==> src/rtl/div_arb_pkg.sv <==
// Shared types for the divider arbiter: FSM encoding, default width and
// the response record returned to the granted requester.
package div_arb_pkg;

    localparam int DIV_ARB_W = 10;

    // Fixed encodings so the state register matches older netlists
    localparam logic [1:0] S_IDLE  = 2'd0;
    localparam logic [1:0] S_ISSUE = 2'd1;
    localparam logic [1:0] S_WAIT  = 2'd2;
    localparam logic [1:0] S_RESP  = 2'd3;

    typedef enum logic [1:0] {
        IDLE  = S_IDLE,
        ISSUE = S_ISSUE,
        WAIT  = S_WAIT,
        RESP  = S_RESP
    } div_arb_state_t;

    typedef struct packed {
        logic [DIV_ARB_W-1:0] q;
        logic                 dvz;
        logic                 ovf;
        logic                 tmo;
    } div_arb_rsp_t;

endpackage

==> src/rtl/rr_arbiter.sv <==
// Combinational round-robin pick: first set request at or after ptr,
// wrapping modulo NREQ. Returns one-hot grant, its index and a hit flag.
module rr_arbiter #(
    parameter int NREQ = 4,
    parameter int IW   = $clog2(NREQ)
) (
    input  logic [NREQ-1:0] req,
    input  logic [IW-1:0]   ptr,
    output logic [NREQ-1:0] grant,
    output logic [IW-1:0]   idx,
    output logic            any
);

    // Scan NREQ positions starting at ptr; the first hit wins
    always_comb begin
        int            k;
        logic [IW-1:0] kk;
        grant = '0;
        idx   = '0;
        any   = 1'b0;
        k     = 0;
        kk    = '0;
        for (int i = 0; i < NREQ; i++) begin
            k = int'(ptr) + i;
            if (k >= NREQ) k = k - NREQ;
            kk = IW'(k);
            if (!any && req[kk]) begin
                any = 1'b1;
                idx = kk;
            end
        end
        if (any) grant[idx] = 1'b1;
    end

endmodule

==> src/rtl/div_arbiter.sv <==
// Shares one divider between NREQ requesters: round-robin grant, operand
// latch, start pulse, wait for valid or watchdog abort, one-cycle response.
module div_arbiter
    import div_arb_pkg::*;
#(
    parameter int NREQ    = 4,
    parameter int W       = DIV_ARB_W,
    parameter int TIMEOUT = 31
) (
    input  logic                  clk,
    input  logic                  rst,
    input  logic [NREQ-1:0]       req,
    input  logic [NREQ-1:0][W-1:0] a_req,
    input  logic [NREQ-1:0][W-1:0] b_req,
    output logic [NREQ-1:0]       gnt,
    output logic [NREQ-1:0]       rsp_valid,
    output logic [W-1:0]          rsp_q,
    output logic                  rsp_dvz,
    output logic                  rsp_ovf,
    output logic                  rsp_tmo,
    output logic [W-1:0]          div_a,
    output logic [W-1:0]          div_b,
    output logic                  div_start,
    output logic                  div_sclr,
    input  logic [W-1:0]          div_q,
    input  logic                  div_dvz,
    input  logic                  div_ovf,
    input  logic                  div_busy,
    input  logic                  div_valid
);

    localparam int IW  = $clog2(NREQ);
    localparam int WDW = $clog2(TIMEOUT + 1);
    // wdog counts completed WAIT cycles; WAIT lasts at most TIMEOUT cycles,
    // and the clear pulse is raised in the last of them so RESP follows it.
    localparam logic [WDW-1:0] WD_LAST = WDW'(TIMEOUT - 1);
    localparam logic [WDW-1:0] WD_PRE  = WDW'(TIMEOUT - 2);
    localparam logic [IW-1:0]  LAST_IX = IW'(NREQ - 1);

    if (W != DIV_ARB_W) begin : g_w_chk
        $error("div_arbiter: W must equal DIV_ARB_W");
    end
    if (TIMEOUT < 2) begin : g_to_chk
        $error("div_arbiter: TIMEOUT must be at least 2");
    end

    div_arb_state_t  state;
    logic [IW-1:0]   ptr;
    logic [IW-1:0]   own;
    logic [WDW-1:0]  wdog;
    div_arb_rsp_t    rsp;

    logic [NREQ-1:0] pick_oh;
    logic [IW-1:0]   pick_idx;
    logic            pick_any;

    rr_arbiter #(
        .NREQ (NREQ),
        .IW   (IW)
    ) u_rr (
        .req   (req),
        .ptr   (ptr),
        .grant (pick_oh),
        .idx   (pick_idx),
        .any   (pick_any)
    );

    assign rsp_q   = rsp.q;
    assign rsp_dvz = rsp.dvz;
    assign rsp_ovf = rsp.ovf;
    assign rsp_tmo = rsp.tmo;

    // Sequencer: grant/latch, start, wait with watchdog, respond, rotate pointer
    always_ff @(posedge clk) begin
        if (!rst) begin
            state     <= IDLE;
            ptr       <= '0;
            own       <= '0;
            wdog      <= '0;
            gnt       <= '0;
            rsp_valid <= '0;
            rsp       <= '0;
            div_a     <= '0;
            div_b     <= '0;
            div_start <= 1'b0;
            div_sclr  <= 1'b1;
        end else begin
            div_start <= 1'b0;
            div_sclr  <= 1'b0;
            rsp_valid <= '0;
            case (state)
                IDLE: begin
                    if (pick_any && !div_busy) begin
                        own       <= pick_idx;
                        gnt       <= pick_oh;
                        div_a     <= a_req[pick_idx];
                        div_b     <= b_req[pick_idx];
                        div_start <= 1'b1;
                        state     <= ISSUE;
                    end
                end
                ISSUE: begin
                    wdog  <= '0;
                    state <= WAIT;
                end
                WAIT: begin
                    // A result arriving in the final WAIT cycle still wins
                    if (div_valid) begin
                        rsp       <= '{q: div_q, dvz: div_dvz, ovf: div_ovf, tmo: 1'b0};
                        rsp_valid <= gnt;
                        state     <= RESP;
                    end else if (wdog == WD_LAST) begin
                        rsp       <= '{q: '0, dvz: 1'b0, ovf: 1'b0, tmo: 1'b1};
                        rsp_valid <= gnt;
                        state     <= RESP;
                    end else begin
                        wdog <= wdog + 1'b1;
                        if (wdog == WD_PRE) div_sclr <= 1'b1;
                    end
                end
                RESP: begin
                    ptr   <= (own == LAST_IX) ? '0 : own + 1'b1;
                    gnt   <= '0;
                    state <= IDLE;
                end
                default: state <= IDLE;
            endcase
        end
    end

endmodule

==> config.mk <==
export PLATFORM = sky130hd
export DESIGN_NAME = div_arbiter
export DESIGN_NICKNAME = d
export VERILOG_FILES = /design/src/rtl/div_arb_pkg.sv /design/src/rtl/rr_arbiter.sv /design/src/rtl/div_arbiter.sv
export SDC_FILE = /design/constraint.sdc
export NUM_CORES = 1
export LEC_CHECK = 0
export ABC_CLOCK_PERIOD_IN_PS = 2700
export CORE_ASPECT_RATIO = 1.5
export CORE_MARGIN = 1.5
export CORE_UTILIZATION = 41
export DETAILED_ROUTE_END_ITERATION = 7
export PLACE_DENSITY_LB_ADDON = 0.12
export SLEW_MARGIN = 20
export SYNTH_ARGS = -nofsm -noshare
export SYNTH_HDL_FRONTEND = slang
export SYNTH_SLANG_ARGS = --single-unit
==> constraint.sdc <==
create_clock -name clk -period 2.7 [get_ports clk]
set_clock_uncertainty 0.2 [all_clocks]
set_input_delay 0.675 -clock clk [delete_from_list [all_inputs] [get_ports clk]]
set_output_delay 0.675 -clock clk [all_outputs]
set_load 0.02 [all_outputs]
* Word level (Yosys, flattened, before mapping)
Index checks and enable logic that the tools add are counted. Widths: inputs -> output; s select.
Operators by class: reductions and logical operators 20, $lt $le $gt $ge 10, add/sub/neg operators 9, eq/ne operators 10, multiplexer cells 46
Operator list (count):
- $bmux 10 s2 | 2
- $mux 13 | 2
- $mux 2 | 12
- $mux 10 | 2
- $mux 4 | 4
- $lt 2x3->1 const B | 5
- $mux 1 | 14
- $reduce_and 2->1 | 6
- $eq 5x5->1 const B | 2
- $mux 5 | 2
- $pmux 5 s2 | 1
- $ge 3x3->1 const B | 3
- $bmux 1 s2 | 4
- $pmux 2 s4 | 1
- $pmux 4 s2 | 1
- $sub 2x1->2 const B | 4
- $add 2x2->3 const B | 2
- $eq 2x2->1 const B | 3
- $ne 2x2->1 const B | 3
- $reduce_bool 2->1 | 3
- $add 5x1->5 const B | 1
- $logic_and 1x1->1 | 5
- $logic_not 1->1 | 4
- $add 2x1->3 const B | 1
- other kinds (8) | 8
Word-level totals: bits in registers 54, output and inout port bits 43, input bits 100

* Logic depth before layout (Yosys ltp)
Gate-level depths: netlist of the first run.
depth after elaboration 21, mapped depth 8, gate-level depth less buffers 7

* Cells and area by module
A second synthesis of the first run with hierarchy kept.
Unflattened totals: cell total of the unflattened synthesis 260, area, all modules 2742.6 µm²
Modules (own cells, without submodules):
- div_arbiter | cells an instance 227, instances 1, sequential area each 1081.0 µm², area an instance 2531.2 µm²
- rr_arbiter | cells an instance 33, instances 1, sequential area each 0.0 µm², area an instance 211.5 µm²

* Least setup slack after synthesis of the first run
Ideal clock, no wire load.
path type input port to flip-flop, from input port req[0], to register div_a[6], required time 2.372 ns, cell stages on the path 7, slack 0.434 ns, library setup time 0.128 ns, data arrival time 1.938 ns, cells stage by stage buf_6 > or4_4 > and2_4 > buf_6 > clkbuf_1 > o21ai_0 > a21oi_1
On the way: word-level cells in the longest chain between the ends 14
RTL lines:
- from (decl) | line div_arbiter.sv:12 | input logic [NREQ-1:0] req,
- $bmux 1 s2 | line rr_arbiter.sv:27 | if (!any && req[kk]) begin
- $mux 1 (not written as such) | line rr_arbiter.sv:27
- $mux 1 | line rr_arbiter.sv:27
- $logic_not 1->1 | line rr_arbiter.sv:27
- $logic_and 1x1->1 | line rr_arbiter.sv:27
- $mux 1 | line rr_arbiter.sv:27
- $logic_not 1->1 | line rr_arbiter.sv:27
- $logic_and 1x1->1 | line rr_arbiter.sv:27
- $mux 1 | line rr_arbiter.sv:27
- $logic_not 1->1 | line rr_arbiter.sv:27
- $logic_and 1x1->1 | line rr_arbiter.sv:27
- $mux 2 / $mux 1 (equally long branches) | line rr_arbiter.sv:27
- $bmux 10 s2 / $logic_and 1x1->1 (equally long branches) | line div_arbiter.sv:96, div_arbiter.sv:93
- $mux 10 (not written as such) / $reduce_and 2->1 (equally long branches)
- to (signal assigned) | line div_arbiter.sv:96 | div_a <= a_req[pick_idx];
- to (decl) | line div_arbiter.sv:21 | output logic [W-1:0] div_a,
Several ways; a longest one is shown, not always the timed one. The select of a mux whose other input is x is not followed. A chain may end at the register's enable or synchronous reset.

* Final worst setup path of the first run
from input port req[1], to register div_b[1]
On the way: word-level cells in the longest chain between the ends 14
RTL lines:
- $bmux 1 s2 | line rr_arbiter.sv:27
- $mux 1 (not written as such) | line rr_arbiter.sv:27
- $mux 1 | line rr_arbiter.sv:27
- $logic_not 1->1 | line rr_arbiter.sv:27
- $logic_and 1x1->1 | line rr_arbiter.sv:27
- $mux 1 | line rr_arbiter.sv:27
- $logic_not 1->1 | line rr_arbiter.sv:27
- $logic_and 1x1->1 | line rr_arbiter.sv:27
- $mux 1 | line rr_arbiter.sv:27
- $logic_not 1->1 | line rr_arbiter.sv:27
- $logic_and 1x1->1 | line rr_arbiter.sv:27
- $mux 2 / $mux 1 (equally long branches) | line rr_arbiter.sv:27
- $bmux 10 s2 / $logic_and 1x1->1 (equally long branches) | line div_arbiter.sv:97, div_arbiter.sv:93
- $mux 10 (not written as such) / $reduce_and 2->1 (equally long branches)
- to (signal assigned) | line div_arbiter.sv:97 | div_b <= b_req[pick_idx];
- to (decl) | line div_arbiter.sv:22 | output logic [W-1:0] div_b,
Several ways; a longest one is shown, not always the timed one. The select of a mux whose other input is x is not followed.

==> impl_results.md, run 1 <==
* Status: finished clean
* Clk pwr share at between 10% and 20%
* Cell taking the most area after synthesis: dfxtp_1
* Cell count of the worst reg-to-reg path at 6
* DR iter-0 viols at about 150
* CP max FO at 41
* Port buffer count at 142
* Final Total Pwr at ~2.7 mW
* Average wire per standard cell at 15.2 µm
* Diodes inserted at 0
* Final period utilization at 94.6%
* Crit Path Class: input pin to flip-flop
* Hold-critical path depth at 2
* Syn avg cell area at about 8.5 µm²
* Routed WL at approximately 8400 µm
* Final WS setup at around 0.15 ns
* Worst-Margin Slew at around 0.45 ns
* Core Rows at 37
* Max-slew violations at 0
* CP required at about 2.7 ns
* Number of antenna violations at the first check in global routing at 0
* Layout cells sized above 1 at a little under 7%
* Fin area at between 4000 and 5000 µm²
* Seq/Total Area, Yosys at between 30% and 40%
* Largest net degree at the start of global routing at 42
* PwrDens at 598 nW/µm²
* Area delta synth->final at 56.5%
* RSZ-0062 raised after global routing: false
* Root buffer cell: clkbuf_8
* Commonest non-fill, non-tap cell in the layout: clkdlybuf4s50_1
* Cell Area, Synth at ~2900 µm²
* Placement Setup Slack at -0.191 ns
* Worst R2R Setup Slack at ~0.58 ns
* Antenna-violating nets left at 0
* Combinational power share at between 40 and 50%
* H-tree depth at 2
* Tot GR Track Use at 22.9%
* Placed cell area at between 4000 and 5000 µm²
* EDFF count, synth at 0
* Reg2Reg Launch Point: ptr[1]
* Sequential Power Share at 37.7%
* Vert. Die Dim at about 110 µm
* Vias/cell at 5.57
* Reg2reg end: div_b[1]
* Clock-pin transition on the worst setup and hold timing paths at 0.10 ns
* Final hold viol count at 0
* Yosys top cell area share at between 30% and 40%
* HPWL after DPL at around 6300 µm
* FF+latch count, synth at 54
* Worst relative slew slack at 70.0%
* Die X at just over 70 µm
* Gp weighted congestion at between 0.7 and 0.8
* Synth unique cells at 47
* Total of cells resized after clock tree synthesis at 0
* Hold Crit Class: flip-flop to flip-flop
* Syn Inst Count at between 300 and 400
* Commonest cells after routing, fill and taps aside: clkdlybuf4s50_1, dfxtp_1, nor2_1, a21oi_1, o21ai_0
* Net Switching at roughly 960 µW
* Pre-antenna DRT Iters at 4
* CP Launch Type: input pin
* CTS Hold Bufs at 0
* GR Overflow Total at 0
* Vias in the first global route at between 3000 and 4000
* Via Count at 3078
* Top cells by area, synth: dfxtp_1, a221oi_1, a21boi_1
* Maximum vdd drop at between 300 and 400 µV
* Remaining DRCs at 0
* Final setup fails at 0
* Max Freq at 392 MHz
* Synthesis warning total at 0
* Clock Path Buffers at 2
* Worst setup EP type: flip-flop
* # IOs at roughly 140
* Leakage at between 1.5 and 2 nW
* CTS buffer count at 5
* Final net count at roughly 600
* Crit path time final at approximately 2.6 ns
* CP Data Arrival Time at ~2.5 ns
* Filler Cell Count at ~600
* Setup repair bufs after CTS at 0
* Hold wc startpoint: own[0]
* Full die area at 7510 µm²
* Core area at 6810 µm²
* Synthesized Nets at 447
* First-pass GRT wire length at ~14000 µm
* Clock network latency to the later pin of the worst-skew pair at 0.30 ns
* Clk sinks at 54
* Switch share at 35.8%
* Max cap viols at 0
* Ys flop type: dfxtp_1
* Internal Pwr Total at between 1.5 and 2 mW
* WHS Endpoint: own[0]
* FFs w/ async S/R, synth at 0%
* CTS tree: built
* Starting Density at roughly 42%
how the worst max path moves through the flow:
stage           start       end  slack (ns)  cells after the start
6_report       req[1]  div_b[1]        0.15                      6
5_1_grt        req[1]  div_b[0]        0.07                      6
4_1_cts        req[1]  div_b[1]        0.14                      6
3_5_place_dp   req[1]  div_b[1]       -0.19                      6
3_3_place_gp   req[1]  div_b[1]       -0.18                      6
2_1_floorplan  req[0]  div_a[6]        0.43                      7
cell type report:
type,count,area [µm²],area share (%)
well taps,78,97.6,2.18
inverters,7,26.3,0.586
multi-input cells,248,1580,35.2
flip-flops and latches,54,1080,24.1
clock inverters,2,12.5,0.279
repair buffers,158,1600,35.8
clock buffers,6,82.6,1.84
power by group through the flow:
stage	Sequential (mW)	Clock, mW	Combinational (mW)
global route	1.03	0.527	1.30
detailed placement	1.02	0	1.20
CTS	1.01	0.492	1.21
finish	1.01	0.475	1.20
global placement	1.02	0	1.18
floorplan	1.14	0	0.547
cell usage after synthesis, types with 2 or more instances:
master	instances
clkbuf_1	12
o31ai_1	2
a211oi_1	3
mux2i_1	2
and3_1	24
nor2_1	30
buf_6	9
nand3_1	3
buf_2	6
nand2_1	11
o21ai_1	20
nand4_1	3
inv_1	5
nor3_1	2
a21boi_1	20
a22oi_1	12
or4_4	3
a32o_1	2
o21ai_0	26
a21oi_1	29
a221oi_1	20
ha_1	9
nor2b_1	6
buf_1	2
dfxtp_1	54
and2_1	2
cell families after synthesis:
kind of cell	Yosys count	share of synthesized area (%)
xor gates and xnor gates	1	0.306
muxes	2	0.699
buffers and inverters	36	7.34
AOI/OAI and AO/OA	145	33.1
DFF	54	37.7
adders and majority gates	9	3.93
and+or+nand+nor	91	16.9
critical path: stages:
cell             delay (ns)
clkdlybuf4s50_1        0.52
and2b_1                0.21
or4_4                  0.62
and3_1                 0.25
o21ai_1                0.17
a21oi_1                0.09
flip-flops by register name (all words and copies together), names as in the netlist, 2 cells and up:
register	count
div_a	10
div_b	10
gnt	4
own	2
ptr	2
rsp_q	10
rsp_valid	4
state	2
wdog	5
per-layer routing:
layer | track usage (%) | wire length [µm] | part of all wire (%)
met5 | 0 | 0 | 0
met4 | 7.68 | 140 | 1.7
met3 | 4.88 | 551 | 6.5
met2 | 43.1 | 4560 | 54
met1 | 24.5 | 3160 | 38
stage by stage:
stage / utilization [%] / hold WS [ns] / setup TNS [ns] / instances
finish: 65.9 / 0.284 / 0 / 553
global route: 65.9 / 0.315 / 0 / 553
CTS: 65.9 / 0.286 / 0 / 553
detailed placement: 64.5 / 0.260 / -2.18 / 545
global placement: 64.5 / 0.247 / -1.56 / 545
floorplan: - / 0.240 / 0 / 338
No activity file was read; power rests on OpenSTA's default activity.
==> run 2: changes to the inputs <==
--- a/config.mk
+++ b/config.mk
@@ -5,9 +5,9 @@
 export SDC_FILE = /design/constraint.sdc
 export NUM_CORES = 1
 export LEC_CHECK = 0
-export ABC_CLOCK_PERIOD_IN_PS = 2700
+export ABC_CLOCK_PERIOD_IN_PS = 2800
 export CORE_ASPECT_RATIO = 1.5
-export CORE_MARGIN = 1.5
+export CORE_MARGIN = 2
 export CORE_UTILIZATION = 41
 export DETAILED_ROUTE_END_ITERATION = 7
 export PLACE_DENSITY_LB_ADDON = 0.12
==> constraint.sdc (replaced) <==
create_clock -name clk -period 2.8 [get_ports clk]
set_clock_uncertainty 0.2 [all_clocks]
set_input_delay 0.7 -clock clk [delete_from_list [all_inputs] [get_ports clk]]
set_output_delay 0.7 -clock clk [all_outputs]
set_load 0.02 [all_outputs]
==> impl_results.md, run 2 (synthesized netlist as in run 1, its figures left out) <==
* Tot GR Track Use at a little over a fifth
* Vias in the first global route at between 2000 and 3000
* Final period utilization at 94.3%
* Final hold viol count at 0
* Worst setup EP type: flip-flop
* H-tree depth at 2
* CTS Hold Bufs at 0
* Remaining DRCs at 0
* GR Overflow Total at 0
* Commonest cells after routing, fill and taps aside: clkdlybuf4s50_1, dfxtp_1, nor2_1, a21oi_1, o21ai_0
* Max cap viols at 0
* Multi-input gate area at roughly 1600 µm²
* Clock Path Buffers at 2
* PwrDens at about 570 nW/µm²
* Max-slew violations at 0
* Gp weighted congestion at 0.822
* Hold Crit Class: flip-flop to flip-flop
* Number of antenna violations at the first check in global routing at 0
* DR iter-0 viols at 127
* Total of cells resized after clock tree synthesis at 0
* Clk sinks at 54
* Core Rows at 37
* Largest net degree at the start of global routing at 42
* Commonest non-fill, non-tap cell in the layout: clkdlybuf4s50_1
* Maximum vdd drop at ~430 µV
* Leakage at around 1.7 nW
* Core area at roughly 7000 µm²
* Max Freq at 379 MHz
* Final setup fails at 0
* Full die area at slightly below 8000 µm²
* Average wire per standard cell at 15.3 µm
* Final WS setup at around 0.16 ns
* Setup repair bufs after CTS at 0
* Via Count at 3063
* Worst relative slew slack at ~69%
* Vert. Die Dim at ~110 µm
* Cell count of the worst reg-to-reg path at 5
* Crit path time final at 2.64 ns
* Antenna-violating nets left at 0
* Clock-pin transition on the worst setup and hold timing paths at roughly 0.090 ns
* CP required at 2.78 ns
* Switch share at 36.0%
* CTS buffer count at 5
* Area delta synth->final at 55.4%
* Hold-critical path depth at 2
* Clk pwr share at about 17%
* First-pass GRT wire length at between 10000 and 15000 µm
* Setup TNS at 0 ns
* Pre-antenna DRT Iters at 6
* CP Data Arrival Time at 2.62 ns
* Status: finished clean
* Crit Path Class: input pin to flip-flop
* # IOs at around 140
* Layout cells sized above 1 at 6.95%
* Clock network latency to the later pin of the worst-skew pair at about 0.30 ns
* Register area at 1080 µm²
* Port buffer count at between 100 and 150
* Net Switching at a little over 900 µW
* CTS tree: built
* Root buffer cell: clkbuf_8
* Diodes inserted at 0
* Final net count at around 580
* RSZ-0062 raised after global routing: false
* Internal Pwr Total at 1.63 mW
* Vias/cell at about 5.5
* Filler Cell Count at 621
* CP max FO at between 40 and 50
* HPWL after DPL at ~6400 µm
* Die X at 72.3 µm
* Sequential Power Share at a little under two fifths
* CP Launch Type: input pin
* Worst-Margin Slew at roughly 0.46 ns
* Combinational power share at between 40 and 50%
* Starting Density at approximately 42%
* Routed WL at between 8000 and 9000 µm
* Placement Setup Slack at -0.124 ns
==> run 2: power groups by stage <==
| stage | registers (mW) | logic [mW] | clock network [mW] |
|---|---|---|---|
| floorplan | 1.10 | 0.527 | 0 |
| global placement | 0.983 | 1.13 | 0 |
| detailed placement | 0.986 | 1.15 | 0 |
| CTS | 0.972 | 1.16 | 0.446 |
| global route | 0.987 | 1.25 | 0.477 |
| finish | 0.971 | 1.15 | 0.429 |
==> run 2: final cells by class <==
type	count	share of cell area, %
Sequential cell	54	24.3
Timing Repair Buffer	158	35.5
Inverter	7	0.590
Clock buffer	5	1.55
Multi-Input combinational cell	248	35.5
Clock inverter	3	0.478
Tap cell	78	2.19
==> run 2: worst paths after layout <==
kind / from / endpoint / slack (ns)
max reg2reg: ptr[1] / div_b[1] / 0.52
min reg2reg: own[1] / own[1] / 0.28
max: req[1] / div_b[1] / 0.16
min: own[1] / own[1] / 0.28
==> run 2: stage by stage <==
step	hold slack (ns)	area (µm²)	utilization (%)	std cells	power [mW]
4_1_cts	0.281	4450	65.4	553	2.58
3_5_place_dp	0.268	4360	64.1	545	2.14
5_1_grt	0.318	4450	65.4	553	2.71
2_1_floorplan	0.240	2870	-	338	1.63
3_3_place_gp	0.247	4360	64.1	545	2.12
6_report	0.277	4450	65.4	553	2.55
==> run 2: metal layers <==
| metal | vias up | track usage [%] | wire (µm) |
|---|---|---|---|
| li1 | 1526 | - | - |
| met4 | 0 | 5.53 | 132 |
| met2 | 108 | 40.4 | 4550 |
| met3 | 9 | 6.16 | 691 |
| met1 | 1420 | 24.1 | 3110 |
| met5 | - | 0 | 0 |
==> run 2: critical path, stage by stage <==
cell,delay [ns]
clkdlybuf4s50_1,0.50
and2b_1,0.20
or4_4,0.62
and3_1,0.25
o21ai_1,0.23
a21oi_1,0.11
